<file path="src/rtl/tff_seq_pkg.sv">
// rtl/tff_seq_pkg.sv - state encodings and width limit for the T-cell counter sequencer
package tff_seq_pkg;

  typedef enum logic [1:0] {
    IDLE = 2'd0,
    LOAD = 2'd1,
    RUN  = 2'd2,
    DONE = 2'd3
  } state_t;

  localparam int MIN_WIDTH = 2;

endpackage

</file>
<file path="src/rtl/tff_cell.sv">
// rtl/tff_cell.sv - single T flip-flop with synchronous active-high reset
module tff_cell (
  input  logic clk,
  input  logic rst,
  input  logic t,
  output logic q,
  output logic qbar
);

  always_ff @(posedge clk) begin
    if (rst) begin
      q <= 1'b0;
    end else if (t) begin
      q <= ~q;
    end
  end

  assign qbar = ~q;

endmodule

</file>
<file path="src/rtl/tff_count_seq.sv">
// rtl/tff_count_seq.sv - start/done sequencer driving a bank of T cells as a programmable counter
module tff_count_seq
  import tff_seq_pkg::*;
#(
  parameter int WIDTH = 8
) (
  input  logic             clk,
  input  logic             rst,
  input  logic             start,
  input  logic             up_dn,
  input  logic [WIDTH-1:0] limit,
  input  logic             hold,
  input  logic             abort,
  output logic [WIDTH-1:0] q,
  output logic             busy,
  output logic             done
);

  if (WIDTH < MIN_WIDTH) begin : g_width_check
    $error("tff_count_seq: WIDTH below minimum");
  end

  state_t           state;
  state_t           state_next;
  logic [WIDTH-1:0] tgt_r;
  logic             dir_r;
  logic [WIDTH-1:0] t;
  logic [WIDTH-1:0] t_cnt;
  logic [WIDTH-1:0] qbar;
  logic [WIDTH-1:0] init_v;
  logic [WIDTH-1:0] end_v;

  for (genvar i = 0; i < WIDTH; i++) begin : g_cell
    tff_cell u_cell (
      .clk  (clk),
      .rst  (rst),
      .t    (t[i]),
      .q    (q[i]),
      .qbar (qbar[i])
    );
  end

  assign init_v = dir_r ? '0 : tgt_r;
  assign end_v  = dir_r ? tgt_r : '0;

  always_ff @(posedge clk) begin
    if (rst) begin
      state <= IDLE;
      tgt_r <= '0;
      dir_r <= 1'b0;
    end else begin
      state <= state_next;
      if (state == IDLE && start) begin
        tgt_r <= limit;
        dir_r <= up_dn;
      end
    end
  end

  // Ripple toggle enables: bit i flips when all lower bits are 1 (up) or 0 (down).
  always_comb begin
    logic all1;
    logic all0;
    t_cnt = '0;
    all1  = 1'b1;
    all0  = 1'b1;
    for (int i = 0; i < WIDTH; i++) begin
      t_cnt[i] = dir_r ? all1 : all0;
      all1     = all1 & q[i];
      all0     = all0 & qbar[i];
    end
  end

  always_comb begin
    state_next = state;
    case (state)
      IDLE: if (start) state_next = LOAD;
      LOAD: begin
        if (abort)                state_next = IDLE;
        else if (init_v == end_v) state_next = DONE;
        else                      state_next = RUN;
      end
      RUN: begin
        if (abort)                        state_next = IDLE;
        else if (!hold && ((q ^ t_cnt) == end_v)) state_next = DONE;
      end
      DONE:    state_next = IDLE;
      default: state_next = IDLE;
    endcase
  end

  always_comb begin
    t = '0;
    case (state)
      LOAD:    if (!abort) t = q ^ init_v;
      RUN:     if (!abort && !hold) t = t_cnt;
      default: t = '0;
    endcase
  end

  assign busy = (state != IDLE);
  assign done = (state == DONE);

endmodule

</file>
<file path="config.mk">
export PLATFORM = sky130hd
export DESIGN_NAME = tff_count_seq
export DESIGN_NICKNAME = d
export VERILOG_FILES = /design/src/rtl/tff_seq_pkg.sv /design/src/rtl/tff_cell.sv /design/src/rtl/tff_count_seq.sv
export SDC_FILE = /design/constraint.sdc
export NUM_CORES = 1
export LEC_CHECK = 0
export CORE_MARGIN = 5
export CORE_UTILIZATION = 44
export DETAILED_ROUTE_END_ITERATION = 6
export HOLD_SLACK_MARGIN = 0.15
export PLACE_DENSITY_LB_ADDON = 0.08
export RECOVER_POWER = 50
export SYNTH_ARGS = -nofsm -noshare
export SYNTH_HDL_FRONTEND = slang
export SYNTH_SLANG_ARGS = --single-unit
</file>
<file path="constraint.sdc">
create_clock -name clk -period 7.15 [get_ports clk]
set_input_delay 1.43 -clock clk [delete_from_list [all_inputs] [get_ports clk]]
set_output_delay 1.43 -clock clk [all_outputs]
set_load 0.05 [all_outputs]
</file>
# Yosys cells after proc, flatten, opt, wreduce, memory -nomap -nowiden
# Cells that the tools add are included.
# word_totals
out_inout_bits	10
latch_bits	0
inputBits	14
romBits	0
register_bits	19
ram_bits	0
n_memories	0
# op_classes
magnitude_cmp	0
n_mux	18
mul	0
shifts	0
add_sub_neg	0
eq_ne	7
n_reduce_logical	8
div	0
bitwise_logic	22
# ops
cell	n
two-way mux 8 bit	4
equality test 8 bit	2
case mux 8 bit (2 select lines)	1
XOR 8 bit	2
bitwise AND 1 bit	12
two-way mux 1 bit	8
two-way mux 2 bit	4
inverter 1 bit	8
case mux 2 bit (4 select lines)	1
equality test 2 bit (second input constant)	2
logical AND 1 bit	3
inequality test 3 bit (second input constant)	1
equality test 2 x 1 -> 1 bit (second input constant)	1
zero test 1 bit	2
zero test 2 bit	1
inequality test 2 bit (second input constant)	1
AND reduction 2 bit	1
nonzero test 2 bit	1

# Depth between registers and ports, before layout
# logic_depth
word_depth	14
depth_mapped	10
ltp_nobuf	9

# Hierarchy
# From an unflattened synthesis, not the netlist that was laid out.
# hier_totals
hier_cells	173
area_unflattened_um2	1383.8
# modules_own_cells
module	instances	cells_per_inst	area_each_um2	seq_area_each_um2
tff_count_seq	1	141	1093.5	220.2
tff_cell	8	4	36.3	20.0

# Worst setup path before layout
# No wires, ideal clock.
# synth_timing
path_kind	input to register
start	input start
end	register state[1]
t_required_ns	7.078
t_arrival_ns	2.929
setup_time_ns	0.072
stages	6
setup_slack_ns	4.150
path_buffers	0
cell_sequence	nor2_1 or4_1 nor4_1 nand3_1 o41ai_2 mux2i_1
# synth_between
elab_chain_len	2
# synth_rtl
item	line_no	rtl
start: declaration	tff_count_seq.sv:9	input logic start,
inequality test 2 bit (no source line)	n/a	
AND reduction 2 bit (no source line)	n/a	
end signal: assignment	tff_count_seq.sv:52	state <= state_next;
end: declaration	tff_count_seq.sv:23	state_t state;
# Every way passes these cells.
# A chain may end at the register's enable or synchronous reset.

# Worst setup path after layout
# Ends and elaborated chain as after synthesis.

==> results_dict.tcl <==
set metrics [dict create \
    synth.top_cell.area_share 0.233 \
    numClockSinks 19 \
    async_flop_share 0 \
    crit_slowest_cell "dlygate4sd3_1" \
    fin_crit_sh 0.519 \
    crit_buf_inv 1 \
    synth_top_area_cell "dfxtp_1" \
    diodes 0 \
    vias 1574 \
    synth_nets 243 \
    fillers 382 \
    whs_endpoint "tgt_r[4]$_SDFFE_PP0P_" \
    clk_pin_slew_ns 0.08 \
    crit_path_end_kind "flop" \
    finClkSkew_ns 0.00218 \
    final_cells 272 \
    ir_drop_mv 0.0796 \
    post-route-min-period_ns 3.71 \
    finalHoldViolations 0 \
    coreArea_sq_um 3630 \
    critical_path_required_ns 7.35 \
    hold_start "tgt_r[4]$_SDFFE_PP0P_" \
    cts_resized 0 \
    wirelength_um 4080 \
    finalNetCount 244 \
    tightestPinTransition_ns 0.770 \
    postSynthAreaPerCell_sq_um 7.27 \
    drive_gt1_frac 0.0625 \
    synth-seq-cells 19 \
    worstSkewPairLatency_ns 0.27 \
    hpwl_um 2850 \
    antenna_found_initial 0 \
    hp-class "flop to flop" \
    avgViaCountPerCell 5.79 \
    synth_edf_count 0 \
    gr-total-overflow 0 \
    initial_utilization 0.448 \
    synthTopCellsByArea "dfxtp_1 23%, nand2_1 7.1%, a21oi_1 7.1%, buf_4 4.6%, nand3_1 4.3%" \
    cap_viol_max_count 0 \
    power_density_nw_per_um2 157 \
    rsz0062_at_grt "no" \
    cts_made_buffers 3 \
    critPathMaxFanout 12 \
    cts_tree "done" \
    timing.final.setup_violations 0 \
    place_ws_ns 3.22 \
    cts-root-buf "clkbuf_8" \
    critical_path.max_stage_delay_ns 0.78 \
    ys_seq_area_frac 0.233 \
    finalWorstSetupSlack_ns 3.44 \
    status "finished clean" \
    fp.dieH_um 70.8 \
    routabilityCongestion 0.860 \
    port_buffers 23 \
    utilization 0.499 \
    slew_viol_final 0 \
    drtIter0Drc 165 \
    fin_setup_tns_ns 0 \
    synthDistinctLibCells 51 \
    slew_headroom 0.485 \
    max_freq_mhz 269 \
    cp.arrival_ns 3.91 \
    grt_pass1_wl_um 6940 \
    synthFlopType "dfxtp_1" \
    synth_area_sq_um 1630 \
    worstRegToRegCells 9 \
    die_w_um 70.8 \
    grt_max_degree 32 \
    rows 22 \
    grt_use_total 0.167 \
    postCtsSetupBuffers 0 \
    total_power_mw 0.285 \
    syn_inst 224 \
    wl_per_cell_um 15.0 \
    grt_pass1_vias 1402 \
    first_pass_iters 4 \
    worstHoldPathCells 2 \
    r2r_setup_slack_ns 4.46 \
    post-place-cells 268 \
    r2r-end "state[1]$_SDFFE_PP0P_" \
    p_leak_nw 0.659 \
    htree_levels 1 \
    critPathKind "input pin to flop" \
    postRouteAntennaNets 0 \
    ios 24 \
    drc 0 \
    crit_family "simple AND/OR/NAND/NOR gates" \
    crit-reg2reg-launch "state[0]$_SDFFE_PP0P_" \
    clockBufferDepth 2 \
    yosysWarningCount 0 \
    hold_buffers 0 \
    syn_to_final_growth_pct 11.2 \
    path_cells "dlygate4sd3_1, nor2_1, or4_1, nor4_1, nand3_1, o41ai_2, mux2i_1" \
    start_kind "input pin" \
    dieArea_sq_um 5020 \
]
-- worst max path at each step --
stage	to	slack (ns)	cells after the start	from
6_report	state[1]$_SDFFE_PP0P_	3.44	7	start
5_1_grt	state[1]$_SDFFE_PP0P_	3.25	7	start
4_1_cts	state[1]$_SDFFE_PP0P_	3.50	7	start
3_5_place_dp	state[1]$_SDFFE_PP0P_	3.22	7	start
3_3_place_gp	state[1]$_SDFFE_PP0P_	3.31	7	start
2_1_floorplan	state[1]$_SDFFE_PP0P_	4.15	6	start
-- tightest hold or removal path, stage by stage, from the launching register on --
cell	delay [ns]
dfxtp_1	0.34
nand2_1	0.06
a21oi_1	0.06
-- layout by cell type (no fill, tap or decap), types with 3 or more instances in the layout --
master           instances
xor2_1                   8
nor2b_1                  3
nor2_1                  13
clkdlybuf4s50_1         20
ha_1                     5
nand2_1                 31
clkbuf_8                 3
a21oi_1                 23
o21ai_0                  7
o22ai_1                  6
nand2b_1                 4
xnor2_1                  7
dfxtp_1                 19
inv_1                    6
dlygate4sd3_1            3
nand3_1                 14
nor3_1                   6
-- power breakdown --
part	leakage, nW	switching, mW	internal, mW	total (mW)
clock network	0.0255	0.0430	0.0390	0.0820
registers	0.155	0.0101	0.111	0.121
logic	0.479	0.0470	0.0346	0.0816
-- logic make-up (layout without fill, tap and decap cells) --
family | count (synthesis) | in the layout | share of synthesized area
buffers and inverters | 35 | 35 | 0.115
adder cells (fa/ha/maj) | 5 | 5 | 0.0384
multiplexers | 2 | 2 | 0.0131
XOR/XNOR | 15 | 15 | 0.0806
AO/OA/AOI/OAI | 58 | 58 | 0.233
flip-flops | 19 | 19 | 0.233
AND/OR/NAND/NOR | 90 | 90 | 0.286
-- synth_stat cells (2+ instances only) --
master	n
or3_1	2
nor4_1	2
nor3_1	6
and3_1	2
or4_1	2
inv_1	6
a211oi_1	2
a311oi_1	2
buf_2	3
nand4b_1	2
o21ai_0	7
buf_6	2
nand2_1	31
o221ai_1	2
dfxtp_1	19
nand3_1	14
buf_4	10
o211ai_1	2
nor2_1	13
a21oi_1	23
xor2_1	8
ha_1	5
nand2b_1	4
nand3b_1	2
clkbuf_1	12
o22ai_1	6
o21a_1	2
a22oi_1	2
xnor2_1	7
nor2b_1	3
-- through the flow --
step                      hold slack [ns]  cell area [sq um]
after floorplan                     0.458               1630
after global placement              0.483               1770
after detailed placement            0.491               1770
after CTS                           0.502               1810
after global routing                0.536               1810
final                               0.502               1810
-- state kept, by name (all words and copies together) (netlist names) --
signal           cells
g_cell.u_cell.q      8
tgt_r                8
state                2
dir_r                1
-- layer usage --
| metal | wire, um | global-route usage |
|---|---|---|
| met5 | 0 | 0 |
| met4 | 40 | 0.0459 |
| met3 | 274 | 0.0270 |
| met2 | 1910 | 0.261 |
| met1 | 1860 | 0.238 |
-- area by class of cell --
cell class | instances | area [sq um] | area share
multi-input cells | 170 | 1060 | 0.586
flip-flops and latches | 19 | 380 | 0.210
repair buffers | 24 | 238 | 0.131
well taps | 48 | 60.1 | 0.0331
clock buffers | 3 | 41.3 | 0.0228
inverters | 7 | 26.3 | 0.0145
clock inverters | 1 | 5.00 | 0.00276
(Power assumes the default switching activity.)
